===== src/rtl/mix_sig_gen_pkg.sv =====
// Shared types and constants for the two-tone DDS sample source.
// The quarter-wave table holds round(1023*sin(2*pi*(k+0.5)/256)), k=0..63.
package mix_sig_gen_pkg;

  typedef enum logic [1:0] {
    IDLE  = 2'd0,
    RUN   = 2'd1,
    DRAIN = 2'd2
  } state_t;

  // Mid-scale offset that turns the signed tone sum into offset binary.
  localparam int OFFSET = 2048;

  // Dither LFSR: x^16+x^14+x^13+x^11+1, taps on bits 15,13,12,10.
  localparam logic [15:0] LFSR_SEED = 16'hACE1;
  localparam logic [15:0] LFSR_TAPS = 16'hB400;

  localparam logic [9:0] SINE_ROM [64] = '{
    10'd13,   10'd38,   10'd63,   10'd88,   10'd113,  10'd138,  10'd163,  10'd187,
    10'd212,  10'd236,  10'd261,  10'd285,  10'd309,  10'd333,  10'd356,  10'd380,
    10'd403,  10'd426,  10'd449,  10'd471,  10'd493,  10'd515,  10'd537,  10'd558,
    10'd579,  10'd599,  10'd619,  10'd639,  10'd659,  10'd678,  10'd696,  10'd714,
    10'd732,  10'd750,  10'd766,  10'd783,  10'd799,  10'd814,  10'd829,  10'd844,
    10'd858,  10'd871,  10'd884,  10'd896,  10'd908,  10'd919,  10'd930,  10'd940,
    10'd950,  10'd959,  10'd967,  10'd975,  10'd983,  10'd989,  10'd995,  10'd1001,
    10'd1006, 10'd1010, 10'd1014, 10'd1017, 10'd1019, 10'd1021, 10'd1022, 10'd1023
  };

endpackage


===== src/rtl/mix_sig_gen_sine_lut.sv =====
// Quarter-wave sine lookup: registered ROM read on a mirrored address,
// then a registered sign fold producing a signed 11-bit sample.
module mix_sig_gen_sine_lut (
  input  logic               clk,
  input  logic               rstn,
  input  logic [7:0]         i_idx,
  output logic signed [10:0] o_tone
);
  import mix_sig_gen_pkg::*;

  logic [5:0]         w_addr;
  logic [9:0]         r_mag;
  logic               r_neg;
  logic signed [10:0] r_tone;

  // Quadrants 1 and 3 walk the quarter table backwards.
  assign w_addr = i_idx[6] ? (6'd63 - i_idx[5:0]) : i_idx[5:0];

  // Block-ROM style registered read; the sign travels alongside.
  always_ff @(posedge clk or negedge rstn) begin
    if (!rstn) begin
      r_mag <= '0;
      r_neg <= 1'b0;
    end else begin
      r_mag <= SINE_ROM[w_addr];
      r_neg <= i_idx[7];
    end
  end

  // Apply the lower-half-period sign to the magnitude.
  always_ff @(posedge clk or negedge rstn) begin
    if (!rstn) begin
      r_tone <= '0;
    end else begin
      r_tone <= r_neg ? -$signed({1'b0, r_mag}) : $signed({1'b0, r_mag});
    end
  end

  assign o_tone = r_tone;

endmodule


===== src/rtl/mix_sig_gen.sv =====
// Two-tone DDS stimulus source: two phase accumulators, per-tone sine
// lookups, offset-binary sum, programmable sample rate.
// Optional dither build: define MIX_SIG_GEN_DITHER_EN.
module mix_sig_gen #(
  parameter int PHASE_W = 24,
  parameter int DIV_W   = 8
) (
  input  logic               clk,
  input  logic               rstn,
  input  logic               start,
  input  logic               stop,
  input  logic [PHASE_W-1:0] ftw_a,
  input  logic [PHASE_W-1:0] ftw_b,
  input  logic [DIV_W-1:0]   div,
  output logic               busy,
  output logic               en,
  output logic [11:0]        xin
);
  import mix_sig_gen_pkg::*;

  state_t               r_state, w_state_next;
  logic                 w_load, w_tick;
  logic [PHASE_W-1:0]   r_ftw_a, r_ftw_b, r_acc_a, r_acc_b;
  logic [DIV_W-1:0]     r_div, r_cnt;
  logic [7:0]           r_idx_a, r_idx_b;
  // [0] phase index, [1] ROM read, [2] signed tone, [3] output sample
  logic [3:0]           r_vld;
  logic signed [10:0]   w_tone_a, w_tone_b;
  logic [11:0]          w_sum, w_xin_next, r_xin;

  // Next-state logic; the drain ends once nothing is left ahead of the
  // output stage, so busy drops on the edge the final strobe clears.
  always_comb begin
    w_state_next = r_state;
    w_load       = 1'b0;
    unique case (r_state)
      IDLE: begin
        if (start) begin
          w_state_next = RUN;
          w_load       = 1'b1;
        end
      end
      RUN: begin
        if (stop) w_state_next = DRAIN;
      end
      DRAIN: begin
        if (r_vld[2:0] == 3'b000) w_state_next = IDLE;
      end
      default: w_state_next = IDLE;
    endcase
  end

  assign w_tick = (r_state == RUN) && (r_cnt == '0);

  // State register.
  always_ff @(posedge clk or negedge rstn) begin
    if (!rstn) r_state <= IDLE;
    else       r_state <= w_state_next;
  end

  // Configuration latch, phase accumulators and sample-rate divider.
  always_ff @(posedge clk or negedge rstn) begin
    if (!rstn) begin
      r_ftw_a <= '0;
      r_ftw_b <= '0;
      r_div   <= '0;
      r_acc_a <= '0;
      r_acc_b <= '0;
      r_cnt   <= '0;
    end else if (w_load) begin
      r_ftw_a <= ftw_a;
      r_ftw_b <= ftw_b;
      r_div   <= div;
      r_acc_a <= '0;
      r_acc_b <= '0;
      r_cnt   <= '0;
    end else if (w_tick) begin
      r_acc_a <= r_acc_a + r_ftw_a;
      r_acc_b <= r_acc_b + r_ftw_b;
      r_cnt   <= r_div;
    end else if (r_state == RUN) begin
      r_cnt   <= r_cnt - DIV_W'(1);
    end
  end

  // Stage 1: capture the pre-increment phase index of each tone.
  always_ff @(posedge clk or negedge rstn) begin
    if (!rstn) begin
      r_idx_a <= '0;
      r_idx_b <= '0;
    end else if (w_tick) begin
      r_idx_a <= r_acc_a[PHASE_W-1 -: 8];
      r_idx_b <= r_acc_b[PHASE_W-1 -: 8];
    end
  end

  // Pipeline valid shift register, fed by the divider tick.
  always_ff @(posedge clk or negedge rstn) begin
    if (!rstn) r_vld <= '0;
    else       r_vld <= {r_vld[2:0], w_tick};
  end

  mix_sig_gen_sine_lut u_lut_a (
    .clk    (clk),
    .rstn   (rstn),
    .i_idx  (r_idx_a),
    .o_tone (w_tone_a)
  );

  mix_sig_gen_sine_lut u_lut_b (
    .clk    (clk),
    .rstn   (rstn),
    .i_idx  (r_idx_b),
    .o_tone (w_tone_b)
  );

  // True sum lies in [2,4094], so 12-bit modular arithmetic is exact.
  assign w_sum = 12'(OFFSET) + {w_tone_a[10], w_tone_a} + {w_tone_b[10], w_tone_b};

`ifdef MIX_SIG_GEN_DITHER_EN
  logic [15:0] r_lfsr;

  // Dither LFSR, reseeded on start and stepped with every output sample.
  always_ff @(posedge clk or negedge rstn) begin
    if (!rstn)         r_lfsr <= LFSR_SEED;
    else if (w_load)   r_lfsr <= LFSR_SEED;
    else if (r_vld[2]) r_lfsr <= {r_lfsr[14:0], ^(r_lfsr & LFSR_TAPS)};
  end

  // +/-1 dither with the result held inside [1,4095].
  always_comb begin
    w_xin_next = w_sum;
    if (r_lfsr[0]) w_xin_next = (w_sum == 12'hFFF) ? 12'hFFF : w_sum + 12'd1;
    else           w_xin_next = (w_sum <= 12'd1)   ? 12'd1   : w_sum - 12'd1;
  end
`else
  assign w_xin_next = w_sum;
`endif

  // Stage 3: output sample register; holds between strobes.
  always_ff @(posedge clk or negedge rstn) begin
    if (!rstn)         r_xin <= '0;
    else if (r_vld[2]) r_xin <= w_xin_next;
  end

  assign en   = r_vld[3];
  assign xin  = r_xin;
  assign busy = (r_state != IDLE);

endmodule


===== config.mk =====
export PLATFORM = sky130hd
export DESIGN_NAME = mix_sig_gen
export DESIGN_NICKNAME = d
export VERILOG_FILES = /design/src/rtl/mix_sig_gen_pkg.sv /design/src/rtl/mix_sig_gen_sine_lut.sv /design/src/rtl/mix_sig_gen.sv
export SDC_FILE = /design/constraint.sdc
export NUM_CORES = 1
export LEC_CHECK = 0
export CORE_ASPECT_RATIO = 1.2
export CORE_UTILIZATION = 36
export DETAILED_ROUTE_END_ITERATION = 7
export PLACE_DENSITY = 0.53
export RECOVER_POWER = 50
export SETUP_SLACK_MARGIN = 0.02
export SKIP_CTS_REPAIR_TIMING = 1
export SLEW_MARGIN = 30
export SYNTH_ARGS = -nofsm -noshare
export SYNTH_HDL_FRONTEND = slang
export SYNTH_SLANG_ARGS = --single-unit

===== constraint.sdc =====
create_clock -name clk -period 5.1 [get_ports clk]
set_clock_uncertainty 0.2 [all_clocks]
set_input_delay 1.02 -clock clk [delete_from_list [all_inputs] [get_ports clk]]
set_output_delay 1.02 -clock clk [all_outputs]
set_load 0.01 [all_outputs]

==> summary.txt <==
Run status
  • Status: finished with violations
  • Failing checks: max-capacitance violations, max-slew violations

Timing
  • Post-route worst setup slack: 1.73 ns
  • Slew of the pin with the lowest slew margin: 2.31 ns
  • Peak Freq: 0.297 GHz
  • Setup total negative slack: 0 ns
  • Final setup viols: 0
  • Relative slew slack: -0.541
  • Post-Route Hold Slack: 0.168 ns
  • Post-route fraction of the period consumed by the critical path: 0.661
  • Setup repair after global routing missed its margin: no
  • Fin. Hold Viols: 0
  • Clock period minus final worst setup slack: 3.37 ns
  • Final Max Slew Viols: 90

Final layout
  • Most frequent standard cell in the layout excluding fill and tap cells: sky130_fd_sc_hd__nand2_1
  • Final #Nets: 1562
  • Most frequent cells in the layout: sky130_fd_sc_hd__nand2_1, sky130_fd_sc_hd__dfrtp_1, sky130_fd_sc_hd__o21ai_0
  • Total area of sequential cells: 0.00475 mm²
  • Proportion of layout cells with a drive suffix above 1: 0.0620
  • Diode insertion count for antenna repair: 0
  • Post-Layout Inst Area: 0.0136 mm²
  • End-of-flow core utilization: 0.421
  • Area used by multi-input combinational logic: 0.00677 mm²
  • Synth-to-Final Area Change: 14.2%
  • Number of fill cells in the layout: 3321

Setup path
  • Kind of start point of the critical path: input pin
  • Most common cell on crit path: sky130_fd_sc_hd__clkbuf_2
  • Critical Path Sink Type: async pin
  • Worst path bufs/invs: 2
  • Family of cells with the greatest summed delay on the critical path: buffers and inverters
  • Required time of the worst setup path: 5.35 ns
  • Worst path arrival time: 3.63 ns
  • Critical Path Max Stage Delay: 1.59 ns
  • Kind of critical path: in -> async
  • Launching element of the worst setup path: rstn
  • R2r startpoint: r_idx_a[6]
  • Sequence of cells on the critical path: clkbuf_2 > clkbuf_2
  • Slowest-stage cell, CP: sky130_fd_sc_hd__clkbuf_2
  • Critical Path Fanout Max: 90

Yosys
  • Instance count of the mapped netlist: 1377
  • Synth Net Count: 1532
  • Count of synthesis-stage warnings from yosys: 0
  • Number of distinct standard cells referenced by the synthesized netlist: 79
  • Post-synthesis share of cell area spent on and, or, nand and nor gates: 0.187
  • Netlist area before placement: 0.0119 mm²
  • Flip-flop and latch count after synthesis: 190
  • Post-synthesis mux area share: 0.0155
  • Adder-cell area share of the yosys netlist: 0.101
  • Main combinational cell family by area after synthesis: compound AO/OA/AOI/OAI gates
  • Xor/xnor cell area share of the yosys netlist: 0.0615
  • Post-synth EDFFs: 0
  • Post-synthesis sequential area ratio: 0.398
  • Area fraction in compound gates after synthesis: 0.199
  • Async S/R FF share, synth: 1.00
  • Synth Flop Type: sky130_fd_sc_hd__dfrtp_1
  • Mean post-synth cell area: 8.67 µm²

Clock network
  • Clock tree buffer depth: 2
  • CTS tree: yes
  • Maximum level of the CTS H-tree: 4
  • Clock latency on the worst-skew pair: 0.44 ns
  • Clock Sinks: 190
  • Root buffer cell: sky130_fd_sc_hd__clkbuf_16
  • Number of clock buffers inserted by TritonCTS: 17
  • Clock slew seen by the registers of the worst setup and hold paths: 0.08 ns

Power
  • Pwr/cell area: 711 mW/mm²
  • Part of the total power dissipated in sequential elements: 0.276
  • Switching Fraction: 0.465
  • Worst IR Drop VDD: 0.298 mV
  • Internal: 0.00519 W
  • Fraction of power consumed by combinational cells: 0.580
  • Relative contribution of the clock network to total power: 0.144
  • Net switching power: 0.00451 W
  • Leak pwr: 6.35 nW

Route
  • Vias per cell: 5.31
  • Number of antenna-violating nets in the routed design: 0
  • Final Routed Wirelength: 27900 µm
  • Average wire length per cell after detail routing: 15.3 µm
  • Pre-antenna DRT Iters: 5
  • Count of unresolved DRC violations after routing: 0
  • Overall via count from detail_route: 9695
  • Number of DRC violations after detailed-routing iteration 0: 512

Floorplan
  • Starting utilization of the core area: 0.368
  • Floorplan die area: 0.0339 mm²
  • Area inside the core boundary: 0.0324 mm²
  • Die height: 202 µm
  • Die X-Extent: 168 µm
  • Number of placement rows: 72
  • IO Count: 74

GRT
  • Aggregate global-route resource usage: 0.173
  • Vias in the first global route: 9679
  • Initial antenna violation count: 0
  • Largest net degree at the start of global routing: 91
  • Global-route wire length before repair: 47900 µm
  • Remaining Overflow, GRT: 0

Job
  • Reported max-cap violation count: 1

Worst hold path
  • Min-Delay Startpoint: r_vld[0]
  • Worst min path class: reg -> reg

Place
  • Number of buffers inserted by port buffering: 73
  • Placed Area: 0.0130 mm²
  • Worst setup slack before clock tree synthesis: 1.81 ns
  • Final weighted congestion in routability-driven placement: 0.851
  • Post-DP HPWL: 19300 µm
-- synthesized netlist by cell type, drive strengths merged (28+ instances only) --
cell type / instances / area (µm²)
a21o: 28 / 210
a21oi: 73 / 373
a31oi: 28 / 181
buf: 30 / 140
clkbuf: 48 / 180
dfrtp: 190 / 4750
ha: 92 / 1150
inv: 34 / 128
nand2: 306 / 1150
nand3: 61 / 305
nor2: 69 / 259
o21ai: 115 / 587
xnor2: 51 / 447
xor2: 32 / 288
-- power by group through the flow --
stage	registers, W	clock network [W]	logic, W
after floorplan	0.00250	0	0.00440
after global placement	0.00270	0	0.00557
after detailed placement	0.00272	0	0.00560
after CTS	0.00269	0.00144	0.00564
after global routing	0.00278	0.00150	0.00639
final	0.00268	0.00140	0.00562
-- path summary, 6_finish.rpt --
path,endpoint,cells past startpoint,slack [ns]
setup / recovery,r_acc_a[7],2,1.73
hold / removal,r_vld[1],0,0.17
setup reg to reg,u_lut_a.r_mag[4],8,1.74
hold reg to reg,r_vld[1],0,0.17
max in group clk,u_lut_a.r_mag[4],8,1.74
min in group asynchronous,xin[4],1,1.06
-- sequential cells by signal, summed over array words and instances, names as in the netlist --
register / cells
r_acc_a: 24
r_acc_b: 24
r_cnt: 8
r_div: 8
r_ftw_a: 24
r_ftw_b: 24
r_idx_a: 8
r_idx_b: 8
r_state: 2
r_vld: 4
u_lut_a.o_tone: 11
u_lut_a.r_mag: 10
u_lut_a.r_neg: 1
u_lut_b.o_tone: 11
u_lut_b.r_mag: 10
u_lut_b.r_neg: 1
xin: 12
-- metal layers --
metal / wire, µm / share of wire / global-route usage
met5: 0 / 0 / 0
met2: 13600 / 0.49 / 0.298
met4: 328 / 0.012 / 0.0513
met1: 13300 / 0.47 / 0.225
met3: 742 / 0.027 / 0.0232
-- final cells by class --
cell class / count / area share
multi-input combinational: 1075 / 0.496
clock buffer: 17 / 0.0312
clock inverter: 15 / 0.0131
sequential: 190 / 0.349
tap: 407 / 0.0373
inverter: 34 / 0.00936
timing repair buffer: 89 / 0.0642
-- cells by family after synthesis --
kind of cell	after synthesis
and+or+nand+nor	518
AOI/OAI and AO/OA	363
DFF	190
buffers and inverters	112
adders and majority gates	95
xor gates and xnor gates	83
muxes	16
-- metrics by stage --
step | std cells | total power (W)
after floorplan | 1377 | 0.00690
after detailed placement | 1795 | 0.00832
after global placement | 1794 | 0.00827
final | 1827 | 0.00970
after CTS | 1827 | 0.00977
after global routing | 1827 | 0.0107
Note: power is estimated with default switching activity, not from simulation.
